## config.mk

```make
export PLATFORM = sky130hd
export DESIGN_NAME = shift_arbiter
export DESIGN_NICKNAME = d
export VERILOG_FILES = /design/src/rtl/shift_arbiter.sv
export SDC_FILE = /design/constraint.sdc
export NUM_CORES = 1
export LEC_CHECK = 0
export BUFFER_PORTS_ARGS = -buffer_cell sky130_fd_sc_hd__buf_2
export CORE_UTILIZATION = 55
export DETAILED_ROUTE_END_ITERATION = 12
export PLACE_DENSITY = 0.79
export SLEW_MARGIN = 20
export SYNTH_ARGS = -nofsm -noshare
export SYNTH_HDL_FRONTEND = slang
export SYNTH_SLANG_ARGS = --single-unit
```

## constraint.sdc

```tcl
create_clock -name CLK -period 4.2 [get_ports CLK]
set_input_delay 0.21 -clock CLK [delete_from_list [all_inputs] [get_ports CLK]]
set_output_delay 0.21 -clock CLK [all_outputs]
set_load 0.1 [all_outputs]
```

## src/rtl/shift_arbiter.sv

```systemverilog
// shift_arbiter
//   Shares one 32-bit barrel shifter datapath (a right shifter and a left
//   shifter) between two requesters. Requests are arbitrated round-robin.
//   The winner's operands are latched, the shifters compute from those
//   registers, and the result is returned in a registered Y together with a
//   one-cycle DONE pulse for the requester that owns it.
//
//   Optional feature macro: SHIFT_ARB_ROTATE_EN
//     defined   : ROTx = 1 turns the selected shift into a rotate.
//     undefined : ROT0/ROT1 are ignored (ports kept for pin compatibility).
//
// Ports
//   CLK          in   system clock, rising edge
//   RST          in   synchronous active-high reset
//   REQ0/REQ1    in   request from requester 0/1
//   D0/D1        in   32-bit operand
//   S0/S1        in   5-bit shift amount
//   DIR0/DIR1    in   0 = logical right, 1 = left
//   ROT0/ROT1    in   rotate select (only with SHIFT_ARB_ROTATE_EN)
//   ACK0/ACK1    out  high during the EXEC cycle of that requester's operation
//   DONE0/DONE1  out  one-cycle pulse, Y holds that requester's result
//   Y            out  registered shared result, held until the next DONE
//   BUSY         out  high while in EXEC
module shift_arbiter (
  input  logic        CLK,
  input  logic        RST,
  input  logic        REQ0,
  input  logic        REQ1,
  input  logic [31:0] D0,
  input  logic [31:0] D1,
  input  logic [4:0]  S0,
  input  logic [4:0]  S1,
  input  logic        DIR0,
  input  logic        DIR1,
  input  logic        ROT0,
  input  logic        ROT1,
  output logic        ACK0,
  output logic        ACK1,
  output logic        DONE0,
  output logic        DONE1,
  output logic [31:0] Y,
  output logic        BUSY
);

  localparam int DATA_W = 32;
  localparam int SH_W   = 5;

  localparam logic [0:0] ST_IDLE = 1'b0;
  localparam logic [0:0] ST_EXEC = 1'b1;

`ifdef SHIFT_ARB_ROTATE_EN
  localparam logic ROT_EN = 1'b1;
`else
  localparam logic ROT_EN = 1'b0;
`endif

  // Right shifter: the upper half of the 64-bit word carries the bits that
  // wrap around on a rotate, or zeros for a logical shift.
  function automatic logic [DATA_W-1:0] shift32_r(input logic [DATA_W-1:0] d,
                                                  input logic [SH_W-1:0]   s,
                                                  input logic              rot);
    logic [2*DATA_W-1:0] w;
    w = {(rot ? d : {DATA_W{1'b0}}), d} >> s;
    return w[DATA_W-1:0];
  endfunction

  // Left shifter: mirror image, result taken from the upper half.
  function automatic logic [DATA_W-1:0] shift32_l(input logic [DATA_W-1:0] d,
                                                  input logic [SH_W-1:0]   s,
                                                  input logic              rot);
    logic [2*DATA_W-1:0] w;
    w = {d, (rot ? d : {DATA_W{1'b0}})} << s;
    return w[2*DATA_W-1:DATA_W];
  endfunction

  logic [0:0]        state_q, state_d;
  logic              last_q, last_d;
  logic              win_q, win_d;
  logic [DATA_W-1:0] op_d_q, op_d_d;
  logic [SH_W-1:0]   op_s_q, op_s_d;
  logic              op_dir_q, op_dir_d;
  logic              op_rot_q, op_rot_d;
  logic [DATA_W-1:0] y_q, y_d;
  logic              done0_q, done0_d;
  logic              done1_q, done1_d;
  logic [DATA_W-1:0] shift_res;

  always_comb begin
    shift_res = op_dir_q ? shift32_l(op_d_q, op_s_q, op_rot_q)
                         : shift32_r(op_d_q, op_s_q, op_rot_q);
  end

  always_comb begin
    state_d  = state_q;
    last_d   = last_q;
    win_d    = win_q;
    op_d_d   = op_d_q;
    op_s_d   = op_s_q;
    op_dir_d = op_dir_q;
    op_rot_d = op_rot_q;
    y_d      = y_q;
    done0_d  = 1'b0;
    done1_d  = 1'b0;
    case (state_q)
      ST_IDLE: begin
        if (REQ0 || REQ1) begin
          // On contention the requester that did not finish last wins.
          win_d    = (REQ0 && REQ1) ? ~last_q : REQ1;
          op_d_d   = win_d ? D1   : D0;
          op_s_d   = win_d ? S1   : S0;
          op_dir_d = win_d ? DIR1 : DIR0;
          op_rot_d = (win_d ? ROT1 : ROT0) & ROT_EN;
          state_d  = ST_EXEC;
        end
      end
      ST_EXEC: begin
        y_d     = shift_res;
        done0_d = ~win_q;
        done1_d = win_q;
        last_d  = win_q;
        state_d = ST_IDLE;
      end
      default: state_d = ST_IDLE;
    endcase
  end

  // Control state and the visible result are reset; an aborted operation
  // therefore never produces DONE and leaves Y cleared.
  always_ff @(posedge CLK) begin
    if (RST) begin
      state_q <= ST_IDLE;
      last_q  <= 1'b1;
      y_q     <= '0;
      done0_q <= 1'b0;
      done1_q <= 1'b0;
    end else begin
      state_q <= state_d;
      last_q  <= last_d;
      y_q     <= y_d;
      done0_q <= done0_d;
      done1_q <= done1_d;
    end
  end

  // Operand latches only matter while in EXEC, which reset leaves.
  always_ff @(posedge CLK) begin
    win_q    <= win_d;
    op_d_q   <= op_d_d;
    op_s_q   <= op_s_d;
    op_dir_q <= op_dir_d;
    op_rot_q <= op_rot_d;
  end

  assign BUSY  = (state_q == ST_EXEC);
  assign ACK0  = BUSY & ~win_q;
  assign ACK1  = BUSY & win_q;
  assign DONE0 = done0_q;
  assign DONE1 = done1_q;
  assign Y     = y_q;

endmodule

```

==> impl_results.md, run 1 <==
- Via density: 7.17
- Std-Cell Rows: 40
- Clock power share: 0.258
- Antenna-violating nets left: 0
- Die Wd: 113 um
- Fmax: 340 MHz
- Worst VDD drop: 285 uV
- Area growth, synth to finish: 14.2%
- Most frequent cell after synthesis: nor2_1
- Gpl congestion: 1.03
- Unrepaired setup endpoints after global routing: no
- Max_cap viols: 0
- Final core occ: 0.647
- First-pass GRT wire length: 38600 um
- Initial core utilization: 0.566
- Clock slew at reported path FFs: 0.07 ns
- GRT overflow: 0
- EDFF count, synth: 39
- Vias in the first global route: 6348
- Layout cell share with drive strength beyond 1: 0.361
- Final setup fails: 0
- DR WL/cell: 28.0 um
- Final slew viol count: 0
- Sequential power share: 0.306
- Place WS: 1.39 ns
- Synth area leader: mux4_2
- Yosys warns: 0
- Post-synth top cells: nor2_1 (62), mux2_2 (61), nand2_1 (57)
- Via count: 6710
- # IOs: 119
- Tmin final: 2.94 ns
- Setup bufs post-CTS: 0
- Core region area: 12100 um^2
- Final HPWL DP: 19200 um
- Cell mode on critical path: nor3_1
- Internal Power: 1.83 mW
- Switching Fraction: 0.419
- Die area: 12900 um^2
- Lkg Pwr: 2.98 nW
- Die Y: 113 um
- Worst Max-Slew Pin Slew: 0.984 ns
- Mean post-synth cell area: 10.1 um^2
- NetSw: 1.32 mW
- Seq/Total Area, Yosys: 0.277
- CTS tree: yes
- Num CTS Buffers: 9
- Critical Path Slowest Stage Cell: a2111oi_0
- CP startpoint kind: flip-flop
- Synth top area cells: mux4_2 (18%), edfxtp_1 (17%), dfxtp_1 (11%), mux2_2 (10%), mux2i_1 (7.8%)
- Root Driver: clkbuf_16
- Flops & latches, synth: 75
- Synth Instances: 675
- Antenna cell count: 0
- Crit share post-route: 0.700
- CP endpoint kind: flip-flop
- Setup ws final: 1.26 ns
- Hold Crit Class: in2reg
- WHS: 0.165 ns
- Nets: 845
- Longest Clk Path Bufs: 2
- Logic pwr share: 0.436
- Cell Chain, Critical Path: buf_12 -> mux2i_1 -> mux4_2 -> nor3_1 -> a2111oi_0 -> nor3_1
- DRC: 0
- Relative slew slack: 0.344
- Crit path arrival time: 3.15 ns
- Number of I/O port buffers: 116
- Drt first-iter violations: 1057
- Detailed-router iteration count before antenna repair: 6
- Syn Nets: 757
- Tot Pwr: 3.15 mW
- Clock latency on the worst-skew pair: 0.35 ns
- Crit-path max FO: 88
- Htree depth: 3
- Hold Vio Cnt, Final: 0
- Yosys top cell area share: 0.181
- Total GRT Usage: 0.413
- Max stage delay on crit path: 0.68 ns
- Pin count of the biggest net entering global routing: 89
- Total Neg Setup Slack: 0 ns
- Critical path class: reg2reg
- Synth cell types: 64
- Pwr dens: 403 nW/um^2
- Cell Area, Synth: 6830 um^2
- Cts hold-fix bufs: 0
- # clock sinks: 75
- Final WL: 26200 um
- Resized cells post-CTS: 0
- Skew final: 0.00935 ns
- Initial antenna violation count: 0
- CP required: 4.41 ns
- Post-synth ARST share: 0
- Synth Flop Type: edfxtp_1
- Status: completed
cell families after synthesis:
family | share of synthesized area
and+or+nand+nor | 0.128
muxes | 0.371
AOI/OAI and AO/OA | 0.167
DFF | 0.277
buffers and inverters | 0.0577
cell usage in the layout, fill, tap and decap left out, types with 4 or more instances in the layout:
| master | netlist | final |
|---|---|---|
| nor2_1 | 62 | 61 |
| nand2_1 | 57 | 57 |
| buf_4 | 1 | 19 |
| mux2_2 | 61 | 61 |
| a22oi_1 | 6 | 6 |
| o21ai_0 | 25 | 25 |
| nand4_1 | 4 | 4 |
| a41oi_1 | 4 | 4 |
| o211ai_1 | 14 | 14 |
| o311ai_0 | 5 | 5 |
| o22ai_1 | 12 | 12 |
| a21oi_1 | 22 | 22 |
| a211oi_1 | 11 | 11 |
| nand2b_1 | 7 | 7 |
| nand3_1 | 18 | 18 |
| mux4_2 | 55 | 55 |
| edfxtp_1 | 39 | 39 |
| o21ai_1 | 6 | 6 |
| nor3_1 | 20 | 20 |
| nor2b_1 | 13 | 13 |
| a221oi_1 | 5 | 5 |
| mux2i_1 | 53 | 53 |
| a31oi_1 | 5 | 5 |
| inv_1 | 4 | 4 |
| buf_2 | 11 | 116 |
| o31ai_1 | 7 | 7 |
| o2111ai_1 | 4 | 4 |
| clkbuf_16 | 0 | 10 |
| a311oi_1 | 4 | 4 |
| clkinv_1 | 3 | 4 |
| a32oi_1 | 5 | 5 |
| dfxtp_1 | 36 | 36 |
critical path, delay by kind of cell (launching register included):
family	cells	cell delay, ns
mux	2	0.97
flops	1	0.45
compound gates	1	0.68
simple gates	2	0.16
buf+inv	1	0.44
final timing paths:
check	endpoint	slack (ns)	depth (start not counted)	startpoint
worst max register to register	Y[30]$_SDFFE_PP0P_	1.26	6	op_s_q[0]$_DFFE_PP_
worst max-delay path	Y[30]$_SDFFE_PP0P_	1.26	6	op_s_q[0]$_DFFE_PP_
worst min register to register	Y[29]$_SDFFE_PP0P_	0.48	2	Y[29]$_SDFFE_PP0P_
worst min-delay path	op_d_q[21]$_DFFE_PP_	0.16	2	D0[21]
layout make-up:
cell class                      instances  area, um^2
Fill cell                             990        4260
Clock buffer                           11         254
Tap cell                              168         210
Sequential cell                        75        1890
Timing Repair Buffer                  138         791
Multi-Input combinational cell        530        4570
Inverter                                9        33.8
Clock inverter                          5        51.3
per-stage QoR:
step                std cells  area, um^2
floorplan                 675        6830
global placement          918        7450
detailed placement        918        7450
CTS                       934        7750
global route              936        7800
finish                    936        7800
per-layer routing:
layer / routed length, um / share of wire / global-route usage
met1: 10000 / 0.38 / 0.553
met2: 11700 / 0.45 / 0.636
met3: 3460 / 0.13 / 0.120
met4: 1010 / 0.038 / 0.160
met5: 0 / 0 / 0
power groups by stage:
stage          combinational, mW  clock (mW)  sequential, mW
2_1_floorplan              0.786           0            1.13
6_report                    1.37       0.812           0.964
4_1_cts                     1.32       0.816           0.958
5_1_grt                     1.41       0.836           0.971
3_3_place_gp                1.29           0           0.966
3_5_place_dp                1.31           0           0.973
flip-flops by register name, indices dropped and copies added, names as in the netlist:
signal,cells
win_q,1
BUSY,1
op_dir_q,1
op_s_q,5
DONE0,1
op_d_q,32
DONE1,1
last_q,1
Y,32
Note: power is estimated with default switching activity, not from simulation.
==> inputs of run 2 (changes only) <==
- CORE_UTILIZATION: 55 -> 52
- PLACE_DENSITY: 0.79 -> 0.78
- clock period: 4.2 -> 2.5 ns (I/O delays scaled with it)
==> run 2 against run 1 <==
Maximum frequency grew 20%. Worst setup slack worse by 1.2 ns. Via count rose by 4.0%. Final cell count rose by 5.7%. Sequential cell count unchanged. Sequential share of layout area down 1.2 points. Largest power group unchanged. Clock-buffer cell count unchanged. Die area rose by 5.7%. Worst hold slack worse by 0.098 ns. Clock power increased by 63%.
==> impl_results.md, run 2 (same netlist as run 1, synthesis figures left out) <==
- Crit-path max FO: 32 (was 88)
- Vias in the first global route: 6551 (was 6348)
- Final slew viol count: 0 (unchanged)
- Status: completed (unchanged)
- Std-Cell Rows: 41 (was 40)
- Clock latency on the worst-skew pair: 0.36 ns (was 0.35 ns)
- Htree depth: 3 (unchanged)
- Pwr dens: 658 nW/um^2 (was 403 nW/um^2)
- Antenna-violating nets left: 0 (unchanged)
- Unrepaired setup endpoints after global routing: no (unchanged)
- R2R Path Start: op_s_q[0]$_DFFE_PP_ (unchanged)
- CP startpoint kind: flip-flop (unchanged)
- Worst R2R End: Y[11]$_SDFFE_PP0P_ (was Y[30]$_SDFFE_PP0P_)
- Antenna cell count: 0 (unchanged)
- Skew final: 0.0112 ns (was 0.00935 ns)
- DRC: 0 (unchanged)
- Setup ws final: 0.0404 ns (was 1.26 ns)
- Hold Path End: op_d_q[7]$_DFFE_PP_ (was op_d_q[21]$_DFFE_PP_)
- Hold Crit Class: in2reg (unchanged)
- Detailed-router iteration count before antenna repair: 6 (unchanged)
- Hold Startpoint: D1[7] (was D0[21])
- NetSw: 2.30 mW (was 1.32 mW)
- Crit path arrival time: 2.70 ns (was 3.15 ns)
- Cell Chain, Critical Path: buf_12 -> buf_4 -> mux2_2 -> mux2i_1 -> o22ai_1 -> a221oi_1 -> nand2_1 (was buf_12 -> mux2i_1 -> mux4_2 -> nor3_1 -> a2111oi_0 -> nor3_1)
- Tmin final: 2.46 ns (was 2.94 ns)
- Initial core utilization: 0.537 (was 0.566)
- Sequential power share: 0.298 (was 0.306)
- Initial antenna violation count: 0 (unchanged)
- # clock sinks: 75 (unchanged)
- Crit path max-delay family: multiplexers (unchanged)
- Number of I/O port buffers: 116 (unchanged)
- Via density: 7.06 (was 7.17)
- Internal Power: 3.10 mW (was 1.83 mW)
- Max_cap viols: 0 (unchanged)
- Num CTS Buffers: 9 (unchanged)
- Fmax: 407 MHz (was 340 MHz)
- Hold Vio Cnt, Final: 0 (unchanged)
- Die Wd: 117 um (was 113 um)
- Switching Fraction: 0.426 (was 0.419)
- Reg2Reg Setup Slack: 0.04 ns (was 1.26 ns)
- Gpl congestion: 1.02 (was 1.03)
- Crit share post-route: 0.984 (was 0.700)
- Clock power share: 0.244 (was 0.258)
- Critical path class: reg2reg (unchanged)
- Commonest non-fill, non-tap cell in the layout: buf_2 (unchanged)
- CTS tree: yes (unchanged)
- Die area: 13600 um^2 (was 12900 um^2)
- Via count: 6979 (was 6710)
- Longest Clk Path Bufs: 2 (unchanged)
- GRT overflow: 0 (unchanged)
- Final WL: 27100 um (was 26200 um)
- Drt first-iter violations: 1045 (was 1057)
- Area growth, synth to finish: 20.1% (was 14.2%)
- Clock slew at reported path FFs: 0.07 ns (about the same)
- Logic pwr share: 0.457 (was 0.436)
- Core region area: 12700 um^2 (was 12100 um^2)
- Worst hold stages: 2 (unchanged)
- First-pass GRT wire length: 40200 um (was 38600 um)
- Root Driver: clkbuf_16 (unchanged)
- # IOs: 119 (unchanged)
- CP Buf/Inv Count: 2 (was 1)
- Total GRT Usage: 0.414 (was 0.413)
- Reg2reg path depth: 7 (was 6)
- Final setup fails: 0 (unchanged)
- Max stage delay on crit path: 0.46 ns (was 0.68 ns)
- CP required: 2.74 ns (was 4.41 ns)
- DR WL/cell: 27.4 um (was 28.0 um)
- Most frequent cells in the layout: buf_2 (115), buf_4 (65), mux2_2 (61) (was buf_2 (116), mux2_2 (61), nor2_1 (61))
- Place WS: 0.0839 ns (was 1.39 ns)
- Critical Path Slowest Stage Cell: mux2i_1 (was a2111oi_0)
- Pin count of the biggest net entering global routing: 46 (was 89)
- Relative slew slack: 0.484 (was 0.344)
- Nets: 894 (was 845)
- CP endpoint kind: flip-flop (unchanged)
- Worst VDD drop: 579 uV (was 285 uV)
- Die Y: 117 um (was 113 um)
- Lkg Pwr: 3.22 nW (was 2.98 nW)
- Cts hold-fix bufs: 0 (unchanged)
- Final HPWL DP: 20500 um (was 19200 um)
- Worst Max-Slew Pin Slew: 0.772 ns (was 0.984 ns)
- Layout cell share with drive strength beyond 1: 0.401 (was 0.361)
- Total Neg Setup Slack: 0 ns (unchanged)
[run 2: worst reg2reg max path: stages (launching register included)]
cell and delay (ns):
edfxtp_1 0.40, buf_12 0.25, buf_4 0.22, mux2_2 0.39, mux2i_1 0.46, o22ai_1 0.24
a221oi_1 0.30, nand2_1 0.08
[run 2: area by class of cell]
cell class	count	area (um^2)
multi-input cells	530	4570
fillers	1080	4520
flip-flops and latches	75	1890
repair buffers	187	1200
clock buffers	11	254
well taps	172	215
clock inverters	5	36.3
inverters	9	33.8
[run 2: worst max path at each step]
stage / from / end / cells past startpoint
final: op_s_q[0]$_DFFE_PP_ / Y[11]$_SDFFE_PP0P_ / 7
after global placement: op_s_q[0]$_DFFE_PP_ / Y[30]$_SDFFE_PP0P_ / 6
after detailed placement: op_s_q[0]$_DFFE_PP_ / Y[30]$_SDFFE_PP0P_ / 6
after global routing: op_s_q[0]$_DFFE_PP_ / Y[20]$_SDFFE_PP0P_ / 7
after floorplan: BUSY$_SDFF_PP0_ / ACK0 / 2
after CTS: op_s_q[0]$_DFFE_PP_ / Y[30]$_SDFFE_PP0P_ / 6
[run 2: layer usage]
layer / vias up / part of all wire / GRT usage / wire (um)
met3: 105 / 0.12 / 0.0861 / 3190
met4: 0 / 0.058 / 0.224 / 1570
met1: 3323 / 0.38 / 0.555 / 10300
li1: 2958 / - / - / -
met5: - / 0 / 0 / 0
met2: 593 / 0.45 / 0.629 / 12100
[run 2: repair_timing]
item	4_1_cts	5_1_grt
resized for setup	0	2
endpoints found under the setup margin	0	2
buffers inserted	0	0
[run 2: metrics by stage]
stage | instances | utilization | instance area [um^2] | total power, mW | hold slack, ns
4_1_cts | 989 | 0.645 | 8200 | 5.30 | 0.0693
5_1_grt | 989 | 0.645 | 8200 | 5.53 | 0.0783
6_report | 989 | 0.645 | 8200 | 5.40 | 0.0663
2_1_floorplan | 675 | - | 6840 | 3.22 | 0.326
3_3_place_gp | 973 | 0.622 | 7910 | 3.98 | 0.425
3_5_place_dp | 973 | 0.622 | 7910 | 4.01 | 0.430
[run 2: power groups by stage]
stage               registers (mW)  clock network [mW]  logic, mW
global placement              1.61                   0       2.37
floorplan                     1.90                   0       1.32
detailed placement            1.63                   0       2.39
global route                  1.62                1.35       2.56
CTS                           1.60                1.30       2.40
finish                        1.61                1.32       2.47
